### src/rtl/calc_pkg.sv
// -----------------------------------------------------------------------------
// calc_pkg
// Shared types and constants for the calculator entry path.
//   state_e   : entry sequencer states; the encodings drive the status LEDs
//   opcode_e  : operation selector handed to the calculator core
//   OPERAND_W : operand width in bits
//   NIBBLE_W  : width of one switch-entered operand slice
// -----------------------------------------------------------------------------
package calc_pkg;

  localparam int unsigned OPERAND_W = 8;
  localparam int unsigned NIBBLE_W  = 4;

  typedef enum logic [2:0] {
    ST_A_LO  = 3'd0,
    ST_A_HI  = 3'd1,
    ST_B_LO  = 3'd2,
    ST_B_HI  = 3'd3,
    ST_OP    = 3'd4,
    ST_ISSUE = 3'd5
  } state_e;

  typedef enum logic [1:0] {
    OPC_ADD = 2'd0,
    OPC_SUB = 2'd1,
    OPC_AND = 2'd2,
    OPC_OR  = 2'd3
  } opcode_e;

endpackage

### src/rtl/calc_debounce.sv
// -----------------------------------------------------------------------------
// calc_debounce
// Two-flop synchroniser, debounce counter and rising-edge press pulse for one
// push button.
//   clk     : system clock
//   rst_n   : synchronous active-low reset
//   btn_i   : raw asynchronous button level
//   press_o : one-cycle pulse on the accepted (debounced) rising edge
// The debounced level only flips after the synchronised level has disagreed
// with it for DEBOUNCE_CYCLES consecutive cycles (DEBOUNCE_CYCLES >= 2).
// -----------------------------------------------------------------------------
module calc_debounce #(
  parameter int unsigned DEBOUNCE_CYCLES = 1000
) (
  input  logic clk,
  input  logic rst_n,
  input  logic btn_i,
  output logic press_o
);

  // The counter only needs to reach DEBOUNCE_CYCLES-1: the flip happens on the
  // edge that would have taken it to DEBOUNCE_CYCLES.
  localparam int unsigned     CNT_W    = $clog2(DEBOUNCE_CYCLES);
  localparam logic [CNT_W-1:0] CNT_LAST = CNT_W'(DEBOUNCE_CYCLES - 1);

  logic             meta_q;
  logic             sync_q;
  logic             level_q, level_d;
  logic             press_q, press_d;
  logic [CNT_W-1:0] cnt_q, cnt_d;

  // NOTE: every signal assigned in an always_comb gets a default first, so no
  // path through the block can leave it unassigned and infer a latch.
  always_comb begin
    level_d = level_q;
    cnt_d   = '0;
    press_d = 1'b0;
    if (sync_q != level_q) begin
      if (cnt_q == CNT_LAST) begin
        level_d = sync_q;
        press_d = sync_q;         // pulse only on the accepted rising edge
      end else begin
        cnt_d = cnt_q + 1'b1;
      end
    end
  end

  // NOTE: flops are written with non-blocking assignments so every register
  // samples the pre-edge value of the others, independent of statement order.
  always_ff @(posedge clk) begin
    if (!rst_n) begin
      meta_q  <= 1'b0;
      sync_q  <= 1'b0;
      level_q <= 1'b0;
      cnt_q   <= '0;
      press_q <= 1'b0;
    end else begin
      meta_q  <= btn_i;
      sync_q  <= meta_q;
      level_q <= level_d;
      cnt_q   <= cnt_d;
      press_q <= press_d;
    end
  end

  assign press_o = press_q;

endmodule

### src/rtl/calc_entry_sequencer.sv
// -----------------------------------------------------------------------------
// calc_entry_sequencer
// Turns switch/button activity into one complete calculator command and offers
// it to the core over a valid/ready handshake.
//   clk       : system clock
//   rst_n     : synchronous active-low reset
//   ena       : design enable; button presses are ignored while low
//   ui_in     : raw inputs, [3:0] nibble, [5:4] opcode, [6] clear, [7] enter
//   cmd_valid : command available (high in ISSUE)
//   cmd_ready : core accepts the command
//   op_a      : operand A
//   op_b      : operand B
//   opcode    : operation selector
//   stage     : current state encoding, for status LEDs
// -----------------------------------------------------------------------------
module calc_entry_sequencer
  import calc_pkg::*;
#(
  parameter int unsigned DEBOUNCE_CYCLES = 1000
) (
  input  logic                 clk,
  input  logic                 rst_n,
  input  logic                 ena,
  input  logic [7:0]           ui_in,
  output logic                 cmd_valid,
  input  logic                 cmd_ready,
  output logic [OPERAND_W-1:0] op_a,
  output logic [OPERAND_W-1:0] op_b,
  output logic [1:0]           opcode,
  output logic [2:0]           stage
);

  // ---------------------------------------------------------------------------
  // Input conditioning: data/opcode switches get a plain 2-flop synchroniser;
  // the two buttons are synchronised and debounced inside calc_debounce.
  // ---------------------------------------------------------------------------
  logic [5:0] data_meta_q;
  logic [5:0] data_sync_q;

  always_ff @(posedge clk) begin
    if (!rst_n) begin
      data_meta_q <= '0;
      data_sync_q <= '0;
    end else begin
      data_meta_q <= ui_in[5:0];
      data_sync_q <= data_meta_q;
    end
  end

  logic enter_pulse;
  logic clear_pulse;

  calc_debounce #(
    .DEBOUNCE_CYCLES (DEBOUNCE_CYCLES)
  ) u_enter_debounce (
    .clk     (clk),
    .rst_n   (rst_n),
    .btn_i   (ui_in[7]),
    .press_o (enter_pulse)
  );

  calc_debounce #(
    .DEBOUNCE_CYCLES (DEBOUNCE_CYCLES)
  ) u_clear_debounce (
    .clk     (clk),
    .rst_n   (rst_n),
    .btn_i   (ui_in[6]),
    .press_o (clear_pulse)
  );

  logic enter_press;
  logic clear_press;

  assign enter_press = enter_pulse & ena;
  assign clear_press = clear_pulse & ena;

  logic [NIBBLE_W-1:0] nibble;
  assign nibble = data_sync_q[NIBBLE_W-1:0];

  // ---------------------------------------------------------------------------
  // State and command registers
  // ---------------------------------------------------------------------------
  state_e               state_q, state_d;
  logic [OPERAND_W-1:0] op_a_q, op_a_d;
  logic [OPERAND_W-1:0] op_b_q, op_b_d;
  opcode_e              opcode_q, opcode_d;

  always_ff @(posedge clk) begin
    if (!rst_n) begin
      state_q  <= ST_A_LO;
      op_a_q   <= '0;
      op_b_q   <= '0;
      opcode_q <= OPC_ADD;
    end else begin
      state_q  <= state_d;
      op_a_q   <= op_a_d;
      op_b_q   <= op_b_d;
      opcode_q <= opcode_d;
    end
  end

  // ---------------------------------------------------------------------------
  // Next state. Clear wins over both an enter press and a pending handshake.
  // ---------------------------------------------------------------------------
  always_comb begin
    state_d = state_q;
    if (clear_press) begin
      state_d = ST_A_LO;
    end else begin
      unique case (state_q)
        ST_A_LO:  if (enter_press) state_d = ST_A_HI;
        ST_A_HI:  if (enter_press) state_d = ST_B_LO;
        ST_B_LO:  if (enter_press) state_d = ST_B_HI;
        ST_B_HI:  if (enter_press) state_d = ST_OP;
        ST_OP:    if (enter_press) state_d = ST_ISSUE;
        ST_ISSUE: if (cmd_valid && cmd_ready) state_d = ST_A_LO;
        default:  state_d = ST_A_LO;
      endcase
    end
  end

  // ---------------------------------------------------------------------------
  // Field capture. Nothing is captured in ISSUE, which keeps the offered
  // command stable until it transfers; after transfer the fields simply stay
  // until the next entry overwrites them.
  // ---------------------------------------------------------------------------
  always_comb begin
    op_a_d   = op_a_q;
    op_b_d   = op_b_q;
    opcode_d = opcode_q;
    if (clear_press) begin
      op_a_d   = '0;
      op_b_d   = '0;
      opcode_d = OPC_ADD;
    end else if (enter_press) begin
      unique case (state_q)
        ST_A_LO:  op_a_d[3:0] = nibble;
        ST_A_HI:  op_a_d[7:4] = nibble;
        ST_B_LO:  op_b_d[3:0] = nibble;
        ST_B_HI:  op_b_d[7:4] = nibble;
        ST_OP:    opcode_d    = opcode_e'(data_sync_q[5:4]);
        default:  ;
      endcase
    end
  end

  // ---------------------------------------------------------------------------
  // Outputs. A clear press masks cmd_valid in its own cycle so the core can
  // never see a valid/ready transfer of a command that is being discarded.
  // ---------------------------------------------------------------------------
  always_comb begin
    cmd_valid = (state_q == ST_ISSUE) && !clear_press;
    stage     = state_q;
    op_a      = op_a_q;
    op_b      = op_b_q;
    opcode    = opcode_q;
  end

endmodule

### config.mk
export PLATFORM = sky130hd
export DESIGN_NAME = calc_entry_sequencer
export DESIGN_NICKNAME = d
export VERILOG_FILES = /design/src/rtl/calc_pkg.sv /design/src/rtl/calc_debounce.sv /design/src/rtl/calc_entry_sequencer.sv
export SDC_FILE = /design/constraint.sdc
export NUM_CORES = 1
export LEC_CHECK = 0
export ABC_AREA = 0
export CAP_MARGIN = 5
export CORE_UTILIZATION = 50
export DETAILED_ROUTE_END_ITERATION = 12
export DONT_BUFFER_PORTS = 1
export PLACE_DENSITY = 0.62
export SYNTH_ARGS = -nofsm -noshare
export SYNTH_HDL_FRONTEND = slang
export SYNTH_SLANG_ARGS = --single-unit
### constraint.sdc
create_clock -name clk -period 3.1 [get_ports clk]
set_input_delay 0.465 -clock clk [delete_from_list [all_inputs] [get_ports clk]]
set_output_delay 0.465 -clock clk [all_outputs]
set_load 0.02 [all_outputs]
Word level (Yosys, flattened, before mapping)
Index checks and enable logic that the tools add are counted.
{ "op_classes": {"n_shift": 0, "div_mod_pow": 0, "addsub": 2, "mul": 0, "n_lt_le_gt_ge": 0, "bitwise_logic": 5, "eq_ne": 15, "n_reduce_logical": 17, "n_mux": 7} }
{ "ops": {"columns": ["cell", "count"], "rows": [
  ["$add 10x1->10 const B", 2],
  ["$eq 10x10->1 const B", 2],
  ["$mux 3", 6],
  ["$pmux 3 s6", 1],
  ["$reduce_and 2->1", 7],
  ["$ne 2x2->1 const B", 6],
  ["$eq 3x2->1 const B", 2],
  ["$eq 3x3->1 const B", 2],
  ["$reduce_and 3->1", 2],
  ["$reduce_and 6->1", 1],
  ["$reduce_or 3->1", 2],
  ["$eq 3x1->1 const B", 1],
  ["$logic_not 3->1", 1],
  ["$not 1->1", 3],
  ["$and 1x1->1", 2],
  ["$logic_and 1x1->1", 2],
  ["$ne 1x1->1", 2],
  ["$reduce_or 2->1", 1],
  ["$logic_not 1->1", 1]
]} }
{ "totals": {"mem_bits_ro": 0, "output_inout_bits": 22, "elab_cells": 64, "reg_bits": 61, "n_memories": 0, "ram_bits": 0, "latchBits": 0} }

Longest topological paths before layout
Gate-level depths: netlist of the first run.
{ "depth": {"ltp_word": 6, "depth_mapped": 6, "ltp_nobuf": 5} }

Hierarchy
From an unflattened synthesis of the first run, not the netlist that was laid out.
{ "hier_totals": {"hier_cells": 246, "area_unflattened_um2": 2466.1} }
{ "modules_own_cells": {"columns": ["mod", "cells_each", "seq_area_each_um2", "area_each_um2", "instances"], "rows": [
  ["calc_debounce", 63, 280.3, 626.9, 2],
  ["calc_entry_sequencer", 120, 660.6, 1212.4, 1]
]} }

Worst setup path after synthesis of the first run
No wires, ideal clock.
{ "synth_timing": {"path_kind": "reg2out", "startpoint": "register state_q[2], in the netlist stage[2]", "endpoint": "output port cmd_valid", "slack_ns": 1.529, "arrival_ns": 1.106, "path_stages_with_launch": 4, "n_path_buf": 1, "cell_sequence": "dfxtp_1 -> buf_2 -> nand3b_1 -> a21oi_1"} }
{ "synth_between": {"elab_chain_cells": 2} }
{ "synth_rtl": {"columns": ["element", "line_no", "source"], "rows": [
  ["start, declared", "calc_entry_sequencer.sv:83", "state_e state_q, state_d;"],
  ["start signal, assigned", "calc_entry_sequencer.sv:95", "state_q <= state_d;"],
  ["$eq 3x3->1", "calc_entry_sequencer.sv:152", "cmd_valid = (state_q == ST_ISSUE) && !clear_press;"],
  ["$logic_and 1x1->1", "calc_entry_sequencer.sv:152", null],
  ["end, declared", "calc_entry_sequencer.sv:25", "output logic cmd_valid,"]
]} }
Every way passes these cells.

Worst setup path after layout of the first run
Ends and elaborated chain as after synthesis.

==> flow_summary.ini, run 1 <==
[synthesis]
synth_cell_type_count = 38
syn-num-nets = 244
yosysSeqAreaShare_pct = 53.8
synth_area_leader_cell = dfxtp_1
synth_seq_cells = 61
synth_top_area_share_pct = 53.8
syn_inst = 230
syn_area_per_cell_um2 = 9.86
syn_area_um2 = 2270
ys_warn_count = 0
netlist_top_cells_area = dfxtp_1 (54%), mux2i_1 (7.9%), nor2_1 (6.5%)

[critical_path]
cpPeakStageDelay_ps = 650
path_delay_family = flip-flops
worstSetupStartpointType = flop
crit_chain = nand3b_1, a21oi_1
crit_fanout = 10
crit_type = flop to output port
cp-end-kind = output port
critPathRequiredTime_ps = 2630
arrival_ps = 1550
cp_slowest_cell = dfxtp_1
r2r-start = stage[0]$_SDFFE_PP0P_
critical_path_buf_inv_count = 0
cp-startpoint = stage[2]$_SDFFE_PP0P_

[hold_path]
hold_class = input pin to flop
hold_start = rst_n

[placed_design]
dp_cells = 272
hpwl_um = 2630
port_buffers = 0
place.gp.congestion = 0.826

[detailed_routing]
vias = 1551
avgRoutedWirePerCell_um = 13.2
drc_errors = 0
vias_per_cell = 5.39
firstDrtPassIters = 4
wirelength_um = 3800
postRouteAntennaNets = 0
drt-initial-drc-count = 53

[cts]
clock-root-buffer = clkbuf_8
cts_sinks = 61
cts-resized-gates = 0
cts_max_level = 3
clockBufferDepth = 2
cts_buffers = 9
tritoncts = yes
clk_latency_ps = 330
holdBufCountCts = 0
cts_setup_buffers = 0
path_clk_slew_ps = 70

[pwr]
clockPowerShare_pct = 48.7
p_int_mw = 1.26
power_density_nw_per_um2 = 632
p_sw_share_pct = 20.8
max-vdd-ir-drop_mv = 0.341
p_comb_share_pct = 1.0
p_leak_nw = 0.955
seqPwrFrac_pct = 50.3
switchingPower_uw = 331

[sta]
timing.slew.headroom_pct = 56.8
finalSetupTns_ps = 0
whs_ps = 254
tightest_slew_ps = 647
setup_viol = 0
hold_violations = 0
rsz0062_at_grt = false
fmax_mhz = 495
maxSlewViolCount = 0
finalCritPeriodShare_pct = 65.2
period_needed_ps = 2020
clock_skew_ps = 5.49

[layout]
mostFrequentLayoutCell = dfxtp_1
drive_gt1_share_pct = 9.32
diodes = 0
area_growth_pct = 10.8
postLayoutCoreUtil_pct = 57.7
layout_common_cells = dfxtp_1 (61), nor2_1 (39), mux2i_1 (18)
fillCellCount = 383
final_cells = 288
final_nets = 245

[die]
die_x_um = 69.4
dieArea_um2 = 4810
core_um2 = 4350
start_util_pct = 52.1
ioPinCount = 34
std_cell_rows = 24
die_y_um = 69.4

[grt]
grt_max_degree = 25
grt_antenna_before_repair = 0
grt_pass1_wl_um = 6440
overflow = 0
grtUsageTotal_pct = 17.2
grt_pass1_vias = 1500

[run]
drv_cap = 0

[outcome]
status = complete, no violations
-- state kept, by name, summed over array words and instances (netlist names) --
register / flops
data_meta_q: 6
data_sync_q: 6
op_a: 8
op_b: 8
opcode: 2
stage: 3
u_clear_debounce.cnt_q: 10
u_clear_debounce.level_q: 1
u_clear_debounce.meta_q: 1
u_clear_debounce.press_o: 1
u_clear_debounce.sync_q: 1
u_enter_debounce.cnt_q: 10
u_enter_debounce.level_q: 1
u_enter_debounce.meta_q: 1
u_enter_debounce.press_o: 1
u_enter_debounce.sync_q: 1
-- stage by stage --
stage	total power, mW	instance area [um^2]	worst slack, ps
2_1_floorplan	0.831	2270	1530
3_3_place_gp	0.832	2290	1450
3_5_place_dp	0.833	2290	1420
4_1_cts	1.61	2510	1060
5_1_grt	1.64	2510	970
6_report	1.59	2510	1080
-- cell families (layout without fill, tap and decap cells) --
group	after synthesis	in the layout	share of synthesized area, %
multiplexers	18	18	7.94
XOR/XNOR	16	16	6.18
AO/OA/AOI/OAI	15	15	4.08
adder cells (fa/ha/maj)	2	2	1.10
buffers and inverters	12	18	2.21
AND/OR/NAND/NOR	106	106	24.7
flip-flops	61	61	53.8
-- worst paths after layout --
| check | end | depth (start not counted) | slack [ps] |
|---|---|---|---|
| setup / recovery | cmd_valid | 2 | 1080 |
| setup reg to reg | op_a[4]$_SDFFE_PP0P_ | 3 | 1420 |
| hold / removal | data_sync_q[5]$_SDFF_PN0_ | 1 | 250 |
| hold reg to reg | data_sync_q[1]$_SDFF_PN0_ | 1 | 430 |
-- power by group through the flow --
stage               sequential, mW  clock, mW  combinational [mW]
CTS                          0.799      0.794              0.0161
detailed placement           0.817          0              0.0159
floorplan                    0.815          0              0.0161
global route                 0.800      0.827              0.0182
global placement             0.816          0              0.0154
finish                       0.799      0.773              0.0157
-- Yosys cell counts (all sizes together) --
library cell	number
xnor2	7
nand2	14
or2	1
mux2i	18
a311oi	1
and4	1
ha	2
and3	2
o211a	1
a21oi	7
or4b	1
buf	3
nor4b	1
o21ai	2
dfxtp	61
nor2b	2
nand4b	1
o221ai	1
or2b	1
xor2	9
and4b	1
nand4	2
and2	16
a21o	1
nor2	39
and4bb	1
nor3	5
or3	2
nor4	2
nand3b	1
clkbuf	7
nand3	12
a31oi	2
inv	2
or3b	1
-- metal layers --
metal	global-route usage [%]	share of wire [%]	vias to the layer above	wire, um
li1	-	-	777	-
met1	18.7	44	730	1660
met2	28.2	49	35	1860
met3	6.83	5.3	9	200
met4	10.2	1.8	0	70
met5	0	0	-	0
-- worst register-to-register path, cell delays in order (launching register included) --
cell and delay, ps:
dfxtp_1 630, nor4b_2 610, mux2i_1 260, nor2_1 50
-- cell type report --
class	instances	area [um^2]	share of cell area, %
well taps	52	65.1	2.59
clock inverters	7	98.8	3.93
inverters	2	7.51	0.299
multi-input cells	157	997	39.7
flip-flops and latches	61	1220	48.6
clock buffers	9	124	4.93
(Power assumes the default switching activity.)
==> run 2: changes to the inputs <==
==> constraint.sdc (replaced) <==
create_clock -name clk -period 2 [get_ports clk]
set_input_delay 0.3 -clock clk [delete_from_list [all_inputs] [get_ports clk]]
set_output_delay 0.3 -clock clk [all_outputs]
set_load 0.02 [all_outputs]
==> run 2 against run 1 <==
Critical path depth unchanged. Global-route usage rose by 0.10 points. Final area increased by 0.60%. Final cell count grew 0.69%. Setup slack worse by 970 ps. Sequential power rose by 55%. Via count hardly changed. Worst hold slack got worse by 170 ps. Routed wire length increased by 1.4%. Sequential cell count did not move. Sequential share of layout area shrank 0.29 points.
==> flow_summary.ini, run 2 (synthesis gave the netlist of run 1 again) <==
[outcome]
status = complete, no violations

[detailed_routing]
avgRoutedWirePerCell_um = 13.3
top_layer_used = met4
drc_errors = 0
vias = 1550
postRouteAntennaNets = 0
vias_per_cell = 5.34
wl_met2_um = 1720
wirelength_um = 3850
drt-initial-drc-count = 75
wl_met1_um = 1700
firstDrtPassIters = 4
wl_met3_um = 251

[die]
ioPinCount = 34
dieArea_um2 = 4810
die_y_um = 69.4
start_util_pct = 52.1
die_x_um = 69.4
core_um2 = 4350
std_cell_rows = 24

[run]
drv_cap = 0

[cts]
holdBufCountCts = 0
clk_latency_ps = 330
cts-resized-gates = 0
cts_setup_buffers = 0
path_clk_slew_ps = 70
cts_sinks = 61
tritoncts = yes
cts_max_level = 3
cts_buffers = 9
clock-root-buffer = clkbuf_8
clockBufferDepth = 2

[hold_path]
hold_start = rst_n
hold_class = input pin to flop

[layout]
fin_area_um2 = 2530
mostFrequentLayoutCell = dfxtp_1
area_growth_pct = 11.5
postLayoutCoreUtil_pct = 58.1
layout_common_cells = dfxtp_1 (61), nor2_1 (39), mux2i_1 (18)
diodes = 0
final_nets = 247
final_cells = 290
fillCellCount = 379
drive_gt1_share_pct = 10.1
reg_top3 = u_clear_debounce.cnt_q: 10 flops, u_enter_debounce.cnt_q: 10 flops

[placed_design]
port_buffers = 0
post-place-ws_ps = 406
dpl_cell_area_um2 = 2310
dp_cells = 274
hpwl_um = 2630
place.gp.congestion = 0.821

[sta]
finalSetupTns_ps = 0
fin_ws_ps = 106
period_needed_ps = 1890
fmax_mhz = 528
setup_viol = 0
timing.slew.headroom_pct = 56.8
maxSlewViolCount = 0
hold_violations = 0
clock_skew_ps = 6.03
whs_ps = 85.7
finalCritPeriodShare_pct = 94.7
rsz0062_at_grt = false
tightest_slew_ps = 646

[critical_path]
critPathRequiredTime_ps = 1700
crit_chain = nand3b_1, a21oi_1
crit_fanout = 10
path_delay_family = flip-flops
r2r-start = stage[2]$_SDFFE_PP0P_
cp-end-kind = output port
critical_path_buf_inv_count = 0
cpPeakStageDelay_ps = 660
crit_type = flop to output port
cp-startpoint = stage[2]$_SDFFE_PP0P_
arrival_ps = 1590
worstSetupStartpointType = flop
cp_slowest_cell = dfxtp_1

[grt]
grt_pass1_vias = 1514
grtUsageTotal_pct = 17.3
grt_antenna_before_repair = 0
grt_max_degree = 25
overflow = 0
grt_pass1_wl_um = 6430

[pwr]
seqPwrFrac_pct = 50.3
switchingPower_uw = 512
power_density_nw_per_um2 = 973
p_sw_share_pct = 20.8
p_total_mw = 2.46
p_int_mw = 1.95
max-vdd-ir-drop_mv = 0.490
p_comb_share_pct = 1.0
clockPowerShare_pct = 48.7
p_leak_nw = 0.966
==> run 2: cell type report <==
type | instances | area (um^2) | area share [%]
flip-flops and latches | 61 | 1220 | 48.3
multi-input cells | 157 | 997 | 39.4
clock buffers | 9 | 124 | 4.90
clock inverters | 7 | 98.8 | 3.91
well taps | 52 | 65.1 | 2.57
repair buffers | 2 | 15.0 | 0.594
inverters | 2 | 7.51 | 0.297
==> run 2: path summary, 6_finish.rpt <==
kind                            cells past startpoint  slack, ps                        end
worst min-delay path                                1         90  data_meta_q[4]$_SDFF_PN0_
worst max register to register                      4        390     opcode[1]$_SDFFE_PP0P_
worst max-delay path                                2        110                  cmd_valid
worst min register to register                      1        430  data_sync_q[3]$_SDFF_PN0_
==> run 2: power by group through the flow <==
stage | registers (mW) | clock network (mW) | logic (mW)
floorplan | 1.26 | 0 | 0.0250
global placement | 1.27 | 0 | 0.0240
detailed placement | 1.27 | 0 | 0.0248
CTS | 1.24 | 1.22 | 0.0249
global route | 1.24 | 1.27 | 0.0279
finish | 1.24 | 1.20 | 0.0244
==> run 2: metal layers <==
metal	global-route usage, %	up-vias
met5	0	-
met4	15.2	0
met3	6.54	17
met2	26.3	48
met1	18.7	702
li1	-	783
==> edit 1, RTL diff (flow settings as in run 1) <==
`DEBOUNCE_CYCLES` is set to 1000 in 2 places; all go to 2000.
--- a/src/rtl/calc_debounce.sv
+++ b/src/rtl/calc_debounce.sv
@@ -12,3 +12,3 @@
 module calc_debounce #(
-  parameter int unsigned DEBOUNCE_CYCLES = 1000
+  parameter int unsigned DEBOUNCE_CYCLES = 2000
 ) (
--- a/src/rtl/calc_entry_sequencer.sv
+++ b/src/rtl/calc_entry_sequencer.sv
@@ -18,3 +18,3 @@
 #(
-  parameter int unsigned DEBOUNCE_CYCLES = 1000
+  parameter int unsigned DEBOUNCE_CYCLES = 2000
 ) (
Formal check against the unedited RTL: same outputs for any inputs over 10 cycles, from zero or initial values and one cycle with rst_n low; that may be too few to reach the edited logic, so the function may still have changed.
==> edit 1 against run 1 <==
  * First-iteration DRC count increased by 5.7%
  * Critical path depth unchanged
  * Design area is 2.6% higher
  * Core utilization up 0.72 points
  * Synthesized cell count grew 2.6%
  * Maximum frequency decreased by 0.81%
  * Global-route usage fell by 0.094 points
  * Total power up 2.2%
  * Sequential cell count grew 2
  * Register-to-register slack worse by 0.06 ns
  * Worst setup slack worse by 0.017 ns
  * Synthesized area grew 2.8%
  * Wire length shrank 0.40%
  * Highest routed layer unchanged
==> edit 1: results (changes against run 1) <==
Placed design
  – Placed cell count: 279 (+2.6%)
  – Port Buf Inserts: 0 (unchanged)
  – Hpwl dp: 2760 um (+4.9%)
  – GPL Wtd Cong: 0.736 (-11%)
  – Dpl ws: 1.35 ns (-0.0706 ns)

Synth
  – Adder-Cell Fraction of Synth Area: 1.07% (-0.030 points)
  – Post-synthesis compound-gate area fraction: 1.88% (-2.2 points)
  – Top cells by area, synth: dfxtp_1 54%, mux2i_1 8.2%, nor2_1 7.4%
  – Seq/Total Area, Yosys: 54.1% (+0.24 points)
  – Synth cell types: 35 (-7.9%)
  – Syn_area_per_cell: 9.88 um2 (+0.20%)
  – Async set or reset register ratio after synthesis: 0% (unchanged)
  – Synthesis warning total: 0 (unchanged)
  – Mux share of post-synthesis cell area: 8.15% (+0.21 points)
  – Commonest cells post-synth: 63 x dfxtp_1, 46 x nor2_1, 19 x mux2i_1, 16 x and2_1, 16 x nand2_1
  – Post-synthesis xor/xnor area fraction: 7.89% (+1.7 points)
  – Top_reg_cell synth: dfxtp_1

Critical path
  – Crit-path leading delay family: flip-flops
  – Crit-path max FO: 9 (-1)
  – Worst Path Arrival: 1.57 ns (+0.02 ns)
  – Critical path's slowest cell: dfxtp_1
  – Worst stage delay on the critical path: 0.65 ns (about the same)

Route
  – TritonRoute pass-1 iters: 4 (unchanged)
  – Detailed Route WL: 3780 um (-0.40%)
  – DRT iter0 DRCs: 56 (+5.7%)
  – Via-to-Cell Ratio: 5.21 (-3.3%)

Timing
  – Worst Max-Slew Pin Slew: 0.671 ns (+0.0248 ns)
  – Worst Skew: 0.00801 ns (+0.00252 ns)
  – Worst setup margin: 1.06 ns (-0.0165 ns)

Layout
  – Antenna diodes: 0 (unchanged)
  – Final std cells w/o fill: 295 (+2.4%)
  – Nets: 252 (+2.9%)
  – Layout cell share with drive strength beyond 1: 7.82% (-1.5 points)
  – Biggest regs: u_clear_debounce.cnt_q: 11 flops, u_enter_debounce.cnt_q: 11 flops

Clocking
  – Post-CTS Resized: 0 (unchanged)
  – Number of CTS-inserted buffers: 9 (unchanged)
  – Worst-path clk slew: 0.07 ns (about the same)
  – CTS Buffer Depth: 2 (unchanged)
  – Root Buffer: clkbuf_8
  – Clock Latency Late Sink: 0.32 ns
  – Buffer count from post-CTS setup fixing: 0 (unchanged)
  – H-tree Lvls: 3 (unchanged)

Power and ir drop
  – Largest vdd supply drop: 290 uV (-15%)
  – Switch Pwr: 0.000300 W (-9.4%)
  – Leak: 0.969 nW (+1.4%)

Global route
  – Vias in the first global route: 1505 (+0.33%)
  – Largest net degree at the start of global routing: 24 (-4.0%)
  – Initial antenna violation count: 0 (unchanged)
  – Total track usage: 17.1% (-0.094 points)
  – First-pass GRT wire length: 6590 um (+2.4%)

Worst hold path
  – Hold Path Class: in -> reg

Run status
  – Status: finished clean
edit 1: cell types whose count changed in the layout (fill, tap and decap cells not counted), sizes merged, moves of 3 or more:
cell and delta:
nor2 +7, nand3 -3, clkbuf +4, xnor2 +7, a21oi -5, nor3 +5
edit 1: metrics by stage:
stage	cell area (um2)	total power, W
CTS	2580	0.00164
detailed placement	2360	0.000860
floorplan	2330	0.000858
finish	2580	0.00162
global placement	2360	0.000858
global route	2580	0.00167
edit 1: cell type report:
| type | instances | area (um2) |
|---|---|---|
| Clock buffer | 13 | 159 |
| Tap cell | 52 | 65.1 |
| Fill cell | 391 | 1830 |
| Multi-Input combinational cell | 161 | 1020 |
| Inverter | 3 | 11.3 |
| Clock inverter | 3 | 65.1 |
| Sequential cell | 63 | 1260 |
edit 1: cell families after synthesis:
group,Yosys count
flops,63
mux,19
compound gates,6
buf+inv,12
xor+xnor,21
simple gates,113
fa+ha+maj,2
edit 1: per-layer routing:
layer	share of wire [%]	global-route usage (%)	vias up
li1	-	-	780
met1	45	19.0	714
met2	47	27.7	33
met3	5.1	5.34	10
met4	3.0	11.8	0
met5	0	0	-
edit 1: power groups by stage:
stage          combinational, W  clock (W)  sequential, W
2_1_floorplan         0.0000166          0       0.000842
3_3_place_gp          0.0000156          0       0.000843
3_5_place_dp          0.0000165          0       0.000843
4_1_cts               0.0000165   0.000800       0.000825
5_1_grt               0.0000186   0.000829       0.000826
6_report              0.0000161   0.000782       0.000825
edit 1: final timing paths:
check                                     from                  endpoint  slack (ns)  cells past startpoint
worst min register to register  data_meta_q[2]            data_sync_q[2]        0.43                      1
worst max-delay path                  stage[2]                 cmd_valid        1.06                      2
worst min-delay path                     rst_n  u_clear_debounce.press_o        0.26                      2
worst max register to register        stage[0]                   op_b[5]        1.36                      4
edit 1: worst register-to-register path: cells and delay by family, from the launching register on:
family / cells / cell delay, ns
flops: 1 / 0.63
mux: 1 / 0.22
simple gates: 3 / 0.76
==> edit 2, RTL diff (settings of run 1) <==
Made on the original files. Reset style: asynchronous (`rst_n`), changed in 3 clocked blocks. Comments in the files are not updated.
--- a/src/rtl/calc_debounce.sv
+++ b/src/rtl/calc_debounce.sv
@@ -49,3 +49,3 @@
   // samples the pre-edge value of the others, independent of statement order.
-  always_ff @(posedge clk) begin
+  always_ff @(posedge clk or negedge rst_n) begin
     if (!rst_n) begin
--- a/src/rtl/calc_entry_sequencer.sv
+++ b/src/rtl/calc_entry_sequencer.sv
@@ -39,3 +39,3 @@
 
-  always_ff @(posedge clk) begin
+  always_ff @(posedge clk or negedge rst_n) begin
     if (!rst_n) begin
@@ -87,3 +87,3 @@
 
-  always_ff @(posedge clk) begin
+  always_ff @(posedge clk or negedge rst_n) begin
     if (!rst_n) begin
Behaviour: same outputs for any inputs over 10 cycles, from zero or initial values and one cycle with rst_n low; that may be too few to reach the edited logic, so the function may still have changed.
==> edit 2 against run 1 <==
  * Sequential cell count is the same
  * Design area grew 14%
  * Wire length grew 24%
  * Synthesized area grew 12%
  * Hold slack lost 0.091 ns
  * Clock skew grew 0.0027 ns
  * Worst setup slack gained 0.0020 ns
  * Critical path type unchanged
  * Critical endpoint unchanged
Power is not compared: it rests on default switching activity, and its combinational part moved more than twofold at a synthesized area within 25%.
==> edit 2: results (changes against run 1) <==
Placed design
  – Area after DPL: 2600 um2 (+14%)
  – Hpwl dp: 3180 um (+21%)
  – GPL Wtd Cong: 0.842 (+2.0%)

Route
  – M1 WL: 2060 um (+24%)
  – TritonRoute pass-1 iters: 5 (+1)
  – Met3 WL: 249 um (+25%)
  – Detailed Route WL: 4710 um (+24%)
  – Vias: 1757 (+13%)
  – DRT iter0 DRCs: 106 (+100%)

Synth
  – Top cells by area, synth: dfrtp_1 60%, o2bb2ai_1 4.1%, nand2_1 3.7%
  – Adder-Cell Fraction of Synth Area: 0.986% (-0.12 points)
  – Async set or reset register ratio after synthesis: 100% (+100 points)
  – Mux share of post-synthesis cell area: 1.28% (-6.7 points)
  – Top_reg_cell synth: dfrtp_1
  – Post-Syn Nets: 243 (-0.41%)
  – Post-synthesis xor/xnor area fraction: 4.49% (-1.7 points)
  – Post-synthesis compound-gate area fraction: 14.7% (+11 points)

Clocking
  – Clock Latency Late Sink: 0.33 ns (about the same)
  – Post-CTS Resized: 0 (unchanged)
  – Number of CTS-inserted buffers: 9 (unchanged)

Run status
  – Status: finished clean

Critical path
  – Worst stage delay on the critical path: 0.72 ns (+0.07 ns)
  – Crit-path max FO: 19 (+9)
  – Critical path's slowest cell: dfrtp_1

Timing
  – Worst Skew: 0.00817 ns (+0.00269 ns)
  – Worst Max-Slew Pin Slew: 0.595 ns (-0.0515 ns)

Power and ir drop
  – Largest vdd supply drop: 324 uV
  – Leak: 1.26 nW

Global route
  – Vias in the first global route: 1707 (+14%)
  – Initial antenna violation count: 0 (unchanged)
  – Largest net degree at the start of global routing: 62 (+150%)
  – Total track usage: 20.1% (+2.9 points)
  – First-pass GRT wire length: 7900 um (+23%)

Layout
  – Fillers: 412 (+7.6%)
  – Nets: 251 (+2.4%)
-- edit 2: cell count changes after synthesis, sizes merged, moves of 12 or more --
cell,before,now
mux2i,18,1
nor2,39,25
o21ai,2,17
dfxtp,61,0
a22oi,0,12
o2bb2ai,0,12
dfrtp,0,61
and2,16,1
-- edit 2: power groups by stage --
stage                     clock network, W  registers [W]  logic (W)
after floorplan                          0       0.000839  0.0000218
after CTS                         0.000807       0.000830  0.0000459
after global placement                   0       0.000844  0.0000236
final                             0.000789       0.000831  0.0000444
after detailed placement                 0       0.000845  0.0000250
after global routing              0.000844       0.000832  0.0000515
-- edit 2: metal layers --
metal / GRT usage (%) / up-vias
li1: - / 839
met1: 23.9 / 855
met2: 31.8 / 54
met3: 7.87 / 9
met4: 10.0 / 0
met5: 0 / -
-- edit 2: final cells by class --
type	instances	area [um2]	share of cell area, %
flip-flops and latches	61	1530	53.3
multi-input cells	159	976	34.1
clock buffers	12	155	5.42
well taps	67	83.8	2.93
clock inverters	4	70.1	2.45
repair buffers	2	37.5	1.31
inverters	4	15.0	0.524
-- edit 2: worst register-to-register path, cell delays in order (launching register included) --
cell	delay, ns
dfrtp_1	0.58
or4b_4	0.65
nor2_2	0.18
a22oi_1	0.09
o2bb2ai_1	0.17
-- edit 2: stage by stage --
stage          utilization [%]  cells  total power (W)  hold slack [ns]  setup slack [ns]
3_3_place_gp              54.0    291         0.000868            0.171              1.47
5_1_grt                   59.5    309          0.00173            0.126             0.963
2_1_floorplan                -    229         0.000861            0.169              1.62
3_5_place_dp              54.0    291         0.000870            0.170              1.36
6_report                  59.5    309          0.00166            0.162              1.08
4_1_cts                   59.5    309          0.00168            0.140              1.07
-- edit 2: what timing repair did --
action,4_1_cts,5_1_grt
hold endpoints to repair,61,0
hold buffers,2,0
setup buffers,0,0
-- edit 2: cells by family (layout without fill, tap and decap cells) --
family | Yosys count | after routing
flops | 61 | 61
mux | 3 | 3
simple gates | 85 | 85
fa+ha+maj | 2 | 2
buf+inv | 9 | 22
compound gates | 56 | 56
xor+xnor | 13 | 13
-- edit 2: path summary, 6_finish.rpt --
check                      slack [ns]  depth (start not counted)              to                      from
max in group asynchronous        2.18                          2         op_a[6]                     rst_n
setup / recovery                 1.08                          2       cmd_valid  u_clear_debounce.press_o
hold / removal                   0.16                          0  data_meta_q[3]                  ui_in[3]
hold reg to reg                  0.35                          0  data_sync_q[2]            data_meta_q[2]
min in group asynchronous        0.67                          2        stage[0]                     rst_n
setup reg to reg                 1.36                          4         op_a[0]                  stage[0]
